### src/rtl/mant_align_shifter_if.sv
// Operand/result handshake bundle for the mantissa alignment shifter.
// The slave modport is the shifter; the master side is upstream plus downstream.
interface mant_align_shifter_if #(
    parameter int unsigned WIDTH = 11,
    parameter int unsigned SHW   = 5
);
    logic             in_valid;
    logic             in_ready;
    logic [WIDTH-1:0] in_mant;
    logic [SHW-1:0]   in_shamt;
    logic             out_valid;
    logic             out_ready;
    logic [WIDTH-1:0] out_mant;
    logic             out_sticky;

    modport master (
        output in_valid,
        input  in_ready,
        output in_mant,
        output in_shamt,
        input  out_valid,
        output out_ready,
        input  out_mant,
        input  out_sticky
    );

    modport slave (
        input  in_valid,
        output in_ready,
        input  in_mant,
        input  in_shamt,
        output out_valid,
        input  out_ready,
        output out_mant,
        output out_sticky
    );
endinterface

### src/rtl/mant_align_shifter.sv
// Multi-cycle logarithmic right shifter with sticky: one log-stage per cycle,
// fixed five-cycle SHIFT phase regardless of shift amount.
module mant_align_shifter #(
    parameter int unsigned WIDTH = 11,
    parameter int unsigned SHW   = 5
) (
    input  logic                  clk,
    input  logic                  rst_n,
    mant_align_shifter_if.slave   bus,
    output logic                  busy
);

    typedef enum logic [1:0] {StIdle, StShift, StDone} state_e;

    localparam logic [2:0] LastStage = 3'(SHW - 1);

    state_e           state_q;
    logic [WIDTH-1:0] mant_q;
    logic [SHW-1:0]   shamt_q;
    logic             sticky_q;
    logic [2:0]       stage_q;
    logic             in_ready_q;
    logic             out_valid_q;
    logic             busy_q;

    // 2^k is both the one-hot select of shamt bit k and the stage-k shift distance.
    logic [SHW-1:0]   stage_onehot;
    logic             stage_active;
    logic [WIDTH-1:0] mant_shifted;
    logic             lost_bits;

    always_comb begin
        stage_onehot = SHW'(1) << stage_q;
        stage_active = |(shamt_q & stage_onehot);
        mant_shifted = mant_q >> stage_onehot;
        lost_bits    = 1'b0;
        for (int i = 0; i < int'(WIDTH); i++) begin
            if (i < int'(stage_onehot)) begin
                lost_bits = lost_bits | mant_q[i];
            end
        end
    end

    always_ff @(posedge clk or negedge rst_n) begin
        if (!rst_n) begin
            state_q     <= StIdle;
            mant_q      <= '0;
            shamt_q     <= '0;
            sticky_q    <= 1'b0;
            stage_q     <= '0;
            in_ready_q  <= 1'b1;
            out_valid_q <= 1'b0;
            busy_q      <= 1'b0;
        end else begin
            unique case (state_q)
                StIdle: begin
                    if (bus.in_valid) begin
                        mant_q      <= bus.in_mant;
                        shamt_q     <= bus.in_shamt;
                        sticky_q    <= 1'b0;
                        stage_q     <= '0;
                        state_q     <= StShift;
                        in_ready_q  <= 1'b0;
                        busy_q      <= 1'b1;
                    end
                end
                StShift: begin
                    if (stage_active) begin
                        mant_q   <= mant_shifted;
                        sticky_q <= sticky_q | lost_bits;
                    end
                    stage_q <= stage_q + 3'd1;
                    if (stage_q == LastStage) begin
                        state_q     <= StDone;
                        out_valid_q <= 1'b1;
                    end
                end
                StDone: begin
                    if (bus.out_ready) begin
                        state_q     <= StIdle;
                        out_valid_q <= 1'b0;
                        in_ready_q  <= 1'b1;
                        busy_q      <= 1'b0;
                    end
                end
                default: begin
                    state_q     <= StIdle;
                    out_valid_q <= 1'b0;
                    in_ready_q  <= 1'b1;
                    busy_q      <= 1'b0;
                end
            endcase
        end
    end

    assign bus.in_ready   = in_ready_q;
    assign bus.out_valid  = out_valid_q;
    assign bus.out_mant   = mant_q;
    assign bus.out_sticky = sticky_q;
    assign busy           = busy_q;

endmodule

### src/flat_wrapper.sv
// flat-port wrapper written by rule: the top's interface ports become plain ports
module mant_align_shifter_flat 
#(
    parameter int unsigned WIDTH = 11,
    parameter int unsigned SHW   = 5
)
  (clk, rst_n, busy, bus_in_valid, bus_in_ready, bus_in_mant, bus_in_shamt, bus_out_valid, bus_out_ready, bus_out_mant, bus_out_sticky);
  mant_align_shifter_if #(.WIDTH(WIDTH), .SHW(SHW)) bus_i ();
  input  logic clk;
  input  logic rst_n;
  output logic busy;
  input wire logic [$bits(bus_i.in_valid)-1:0] bus_in_valid;
  output wire logic [$bits(bus_i.in_ready)-1:0] bus_in_ready;
  input wire logic [$bits(bus_i.in_mant)-1:0] bus_in_mant;
  input wire logic [$bits(bus_i.in_shamt)-1:0] bus_in_shamt;
  output wire logic [$bits(bus_i.out_valid)-1:0] bus_out_valid;
  input wire logic [$bits(bus_i.out_ready)-1:0] bus_out_ready;
  output wire logic [$bits(bus_i.out_mant)-1:0] bus_out_mant;
  output wire logic [$bits(bus_i.out_sticky)-1:0] bus_out_sticky;
  assign bus_i.in_valid = bus_in_valid;
  assign bus_in_ready = bus_i.in_ready;
  assign bus_i.in_mant = bus_in_mant;
  assign bus_i.in_shamt = bus_in_shamt;
  assign bus_out_valid = bus_i.out_valid;
  assign bus_i.out_ready = bus_out_ready;
  assign bus_out_mant = bus_i.out_mant;
  assign bus_out_sticky = bus_i.out_sticky;
  mant_align_shifter #(.WIDTH(WIDTH), .SHW(SHW)) u_core (.clk(clk), .rst_n(rst_n), .bus(bus_i), .busy(busy));
endmodule
### config.mk
export PLATFORM = sky130hd
export DESIGN_NAME = mant_align_shifter_flat
export DESIGN_NICKNAME = d
export VERILOG_FILES = /design/src/rtl/mant_align_shifter_if.sv /design/src/rtl/mant_align_shifter.sv /design/src/flat_wrapper.sv
export SDC_FILE = /design/constraint.sdc
export NUM_CORES = 1
export LEC_CHECK = 0
export BUFFER_PORTS_ARGS = -buffer_cell sky130_fd_sc_hd__clkbuf_2
export CAP_MARGIN = 20
export CORE_UTILIZATION = 45
export CTS_CLUSTER_SIZE = 24
export DETAILED_ROUTE_END_ITERATION = 7
export GPL_TIMING_DRIVEN = 0
export PLACE_DENSITY = 0.75
export SLEW_MARGIN = 25
export SYNTH_ARGS = -nofsm -noshare
export SYNTH_HDL_FRONTEND = slang
export SYNTH_SLANG_ARGS = --single-unit
### constraint.sdc
create_clock -name clk -period 4.2 [get_ports clk]
set_input_delay 0 -clock clk [delete_from_list [all_inputs] [get_ports clk]]
set_output_delay 0 -clock clk [all_outputs]
set_load 0.005 [all_outputs]
==> flow_summary.json <==
{
  "ys.warnings.count": 0,
  "path_cells": "buf_2 > buf_2 > inv_1 > ha_1 > clkbuf_1 > a211o_1 > a221oi_1 > a21oi_1 > o31ai_1",
  "r2r-end": "u_core.bus.out_mant[0]$_DFFE_PN0P_",
  "die_y_um": 64.88,
  "final.setup_skew_ns": 0.002738,
  "cp.buffers_inverters": 4,
  "synth_cell_type_count": 52,
  "fill_cells": 339,
  "crit_required_ns": 4.38,
  "endpoint_kind": "flop",
  "crit_end": "u_core.bus.out_mant[0]$_DFFE_PN0P_",
  "syn_nets": 222,
  "hold_depth": 3,
  "r2r_start": "u_core.stage_q[2]$_DFFE_PN0P_",
  "worst_pin_slew_ns": 0.6316,
  "violations": "hold timing",
  "area_growth_pct": 22.43,
  "rrSetupSlack_ns": 1.68,
  "synth_commonest_cells": "dfrtp_1 (24), nand2_1 (16), nor2_1 (12), mux2i_1 (10), o21ai_0 (9)",
  "antenna_found_initial": 0,
  "initial_core_util_pct": 47.88,
  "seq_area_frac_synth_pct": 35.23,
  "drt.antenna.violating_nets": 0,
  "fp.dieArea_mm2": 0.004209,
  "fin_nets": 273,
  "crit_top_cell": "buf_2",
  "synth_edf_count": 0,
  "worstSkewPairLatency_ns": 0.27,
  "setup_viol_count_final": 0,
  "drt_wl_total_um": 4904,
  "cts_tree": "done",
  "postPlaceCellArea_mm2": 0.002009,
  "maxSlewViolCount": 0,
  "cp_max_fo": 10,
  "grt_max_degree": 26,
  "n_antenna_cell": 0,
  "synthArstFlopShare_pct": 100.0,
  "grt_overflow": 0,
  "fmax_ghz": 0.3972,
  "fin_crit_sh_pct": 59.94,
  "cts_buffer_depth": 2,
  "syn_inst": 197,
  "drive_above_1_share_pct": 23.48,
  "total_leakage_power_nw": 0.9818,
  "path_depth": 9,
  "post-route-min-period_ns": 2.517,
  "drtIter0Drc": 198,
  "powerDensity_mw_per_mm2": 855.1,
  "rsz0062_at_grt": "false",
  "synth_top_area_share_pct": 33.76,
  "io_pins": 35,
  "gp_congestion": 0.9081,
  "ys_ff_latch": 25,
  "tritoncts.num_buffers": 3,
  "setup_slack_ns": 1.683,
  "vias": 1773,
  "htreeDepth": 1,
  "io_buffers": 34,
  "cp-start-kind": "flop",
  "yosysTopAreaCell": "dfrtp_1",
  "drt-pass1-iter-count": 4,
  "grt_pass1_wl_um": 8052,
  "critPathLaunch": "u_core.stage_q[2]$_DFFE_PN0P_",
  "final_hold_viol_count": 1,
  "synth_most_common_cell": "dfrtp_1",
  "vdd_drop_max_mv": 0.4218,
  "cts.sinks": 25,
  "via_per_inst": 6.010,
  "cts_setup_buffers": 0,
  "hold_path_class": "input port to flop",
  "drc": 0,
  "whs_ns": -0.0004855,
  "design_area_mm2": 0.002178,
  "cts_root_buf": "clkbuf_8",
  "clk_pin_slew_worst_paths_ns": 0.09,
  "grt_pass1_vias": 1629,
  "crit_slowest_cell": "dfrtp_1",
  "dp_slack_ns": 1.800,
  "placeableCoreArea_mm2": 0.003716,
  "synth_area_per_cell_um2": 9.032,
  "setup-tns-final_ns": 0,
  "netlist_top_cells_area": "dfrtp_1 (34%), mux2i_1 (5.6%), ha_1 (3.5%)",
  "syn_area_mm2": 0.001779,
  "relSlewSlack_pct": 57.90,
  "crit_type": "flop to flop",
  "crit_path_max_incr_delay_ns": 0.41,
  "rows": 22,
  "synth_flop_cell": "dfrtp_1",
  "status": "finished with violations",
  "die_w_um": 64.88,
  "rr_worst_depth": 9,
  "cp_top_family": "compound AO/OA/AOI/OAI gates",
  "cap_violations": 0,
  "grtUsageTotal_pct": 24.98,
  "crit_arrival_ns": 2.70,
  "routedWlPerCell_um": 16.62,
  "hpwlAfterDp_um": 3431
}
[cells in the final DEF, fill, tap and decap left out, types with 3 or more instances in the layout]
cell type | synthesis | layout
a221oi_1 | 4 | 4
clkbuf_8 | 0 | 3
nor2_1 | 12 | 12
mux2_2 | 4 | 4
o211ai_1 | 3 | 3
ha_1 | 5 | 5
nand2b_1 | 7 | 7
o22ai_1 | 3 | 3
o21ai_1 | 6 | 6
a31oi_1 | 5 | 5
mux2i_1 | 10 | 10
a21oi_1 | 8 | 8
a22o_1 | 3 | 3
o21bai_1 | 4 | 4
nand2_1 | 16 | 16
buf_6 | 3 | 3
dfrtp_1 | 24 | 24
inv_1 | 8 | 8
clkbuf_1 | 4 | 4
dlygate4sd3_1 | 0 | 12
a22oi_1 | 3 | 3
a21boi_0 | 3 | 3
buf_2 | 8 | 8
o21ai_0 | 9 | 9
clkbuf_2 | 0 | 34
nor3_1 | 6 | 6
nor2b_1 | 5 | 5
[worst min-delay path by stage]
| stage | startpoint | end | slack (ns) |
|---|---|---|---|
| 2_1_floorplan | rst_n | u_core.bus.out_mant[0]$_DFFE_PN0P_ | -0.30 |
| 4_1_cts | bus_in_mant[0] | u_core.bus.out_mant[0]$_DFFE_PN0P_ | 0.001 |
| 3_5_place_dp | rst_n | u_core.busy$_DFFE_PN0P_ | 0.05 |
| 6_report | bus_in_mant[6] | u_core.bus.out_mant[6]$_DFFE_PN0P_ | -0.0005 |
| 5_1_grt | bus_in_mant[4] | u_core.bus.out_mant[4]$_DFFE_PN0P_ | 0.02 |
| 3_3_place_gp | rst_n | u_core.busy$_DFFE_PN0P_ | 0.05 |
[tightest hold or removal path, delay by kind of cell]
kind                   cells  cell delay (ns)
AOI/OAI and AO/OA          2             0.15
buffers and inverters      1             0.08
[per-stage QoR]
step                power [mW]  std cells  hold WS, ns  util [%]
floorplan                1.340        197      -0.2956         -
global placement         1.656        279      0.05265     54.07
detailed placement       1.675        279      0.05313     54.07
CTS                      1.843        295     0.001487     58.62
global route             2.005        295      0.01536     58.62
finish                   1.863        295   -0.0004855     58.62
[kinds of logic after synthesis]
group	Yosys count	share of synthesized area, %
AOI/OAI and AO/OA	69	27.21
buffers and inverters	24	7.103
DFF	25	35.23
muxes	17	10.83
and+or+nand+nor	57	16.10
adders and majority gates	5	3.516
[power breakdown]
group          leakage (nW)  internal, mW  switching (mW)
combinational         0.658         0.528           0.681
clock                0.0217        0.0674          0.0841
sequential            0.302         0.359           0.143
total                 0.982         0.955           0.908
[final cells by class]
type | count | area, µm² | area share, %
multi-input cells | 148 | 1026 | 47.10
clock buffers | 3 | 41.29 | 1.895
plain buffers | 16 | 96.34 | 4.423
flip-flops and latches | 25 | 626.9 | 28.78
well taps | 48 | 60.06 | 2.757
inverters | 8 | 30.03 | 1.379
clock inverters | 1 | 7.507 | 0.3446
repair buffers | 46 | 290.3 | 13.33
[metal layers]
metal / global-route usage, % / share of wire [%]
met4: 8.056 / 1.4
met2: 39.58 / 46
met3: 3.169 / 8.1
met1: 34.95 / 45
met5: 0 / 0
[state kept, by name (all words and copies together), names as in the netlist]
signal	count
u_core.bus.in_ready	1
u_core.bus.out_mant	11
u_core.bus.out_sticky	1
u_core.bus.out_valid	1
u_core.busy	1
u_core.shamt_q	5
u_core.stage_q	3
u_core.state_q	2
[timing repair]
action	CTS	global route
resized for setup	0	0
endpoints found under the hold margin	35	0
hold buffers	12	0
(Power assumes the default switching activity.)
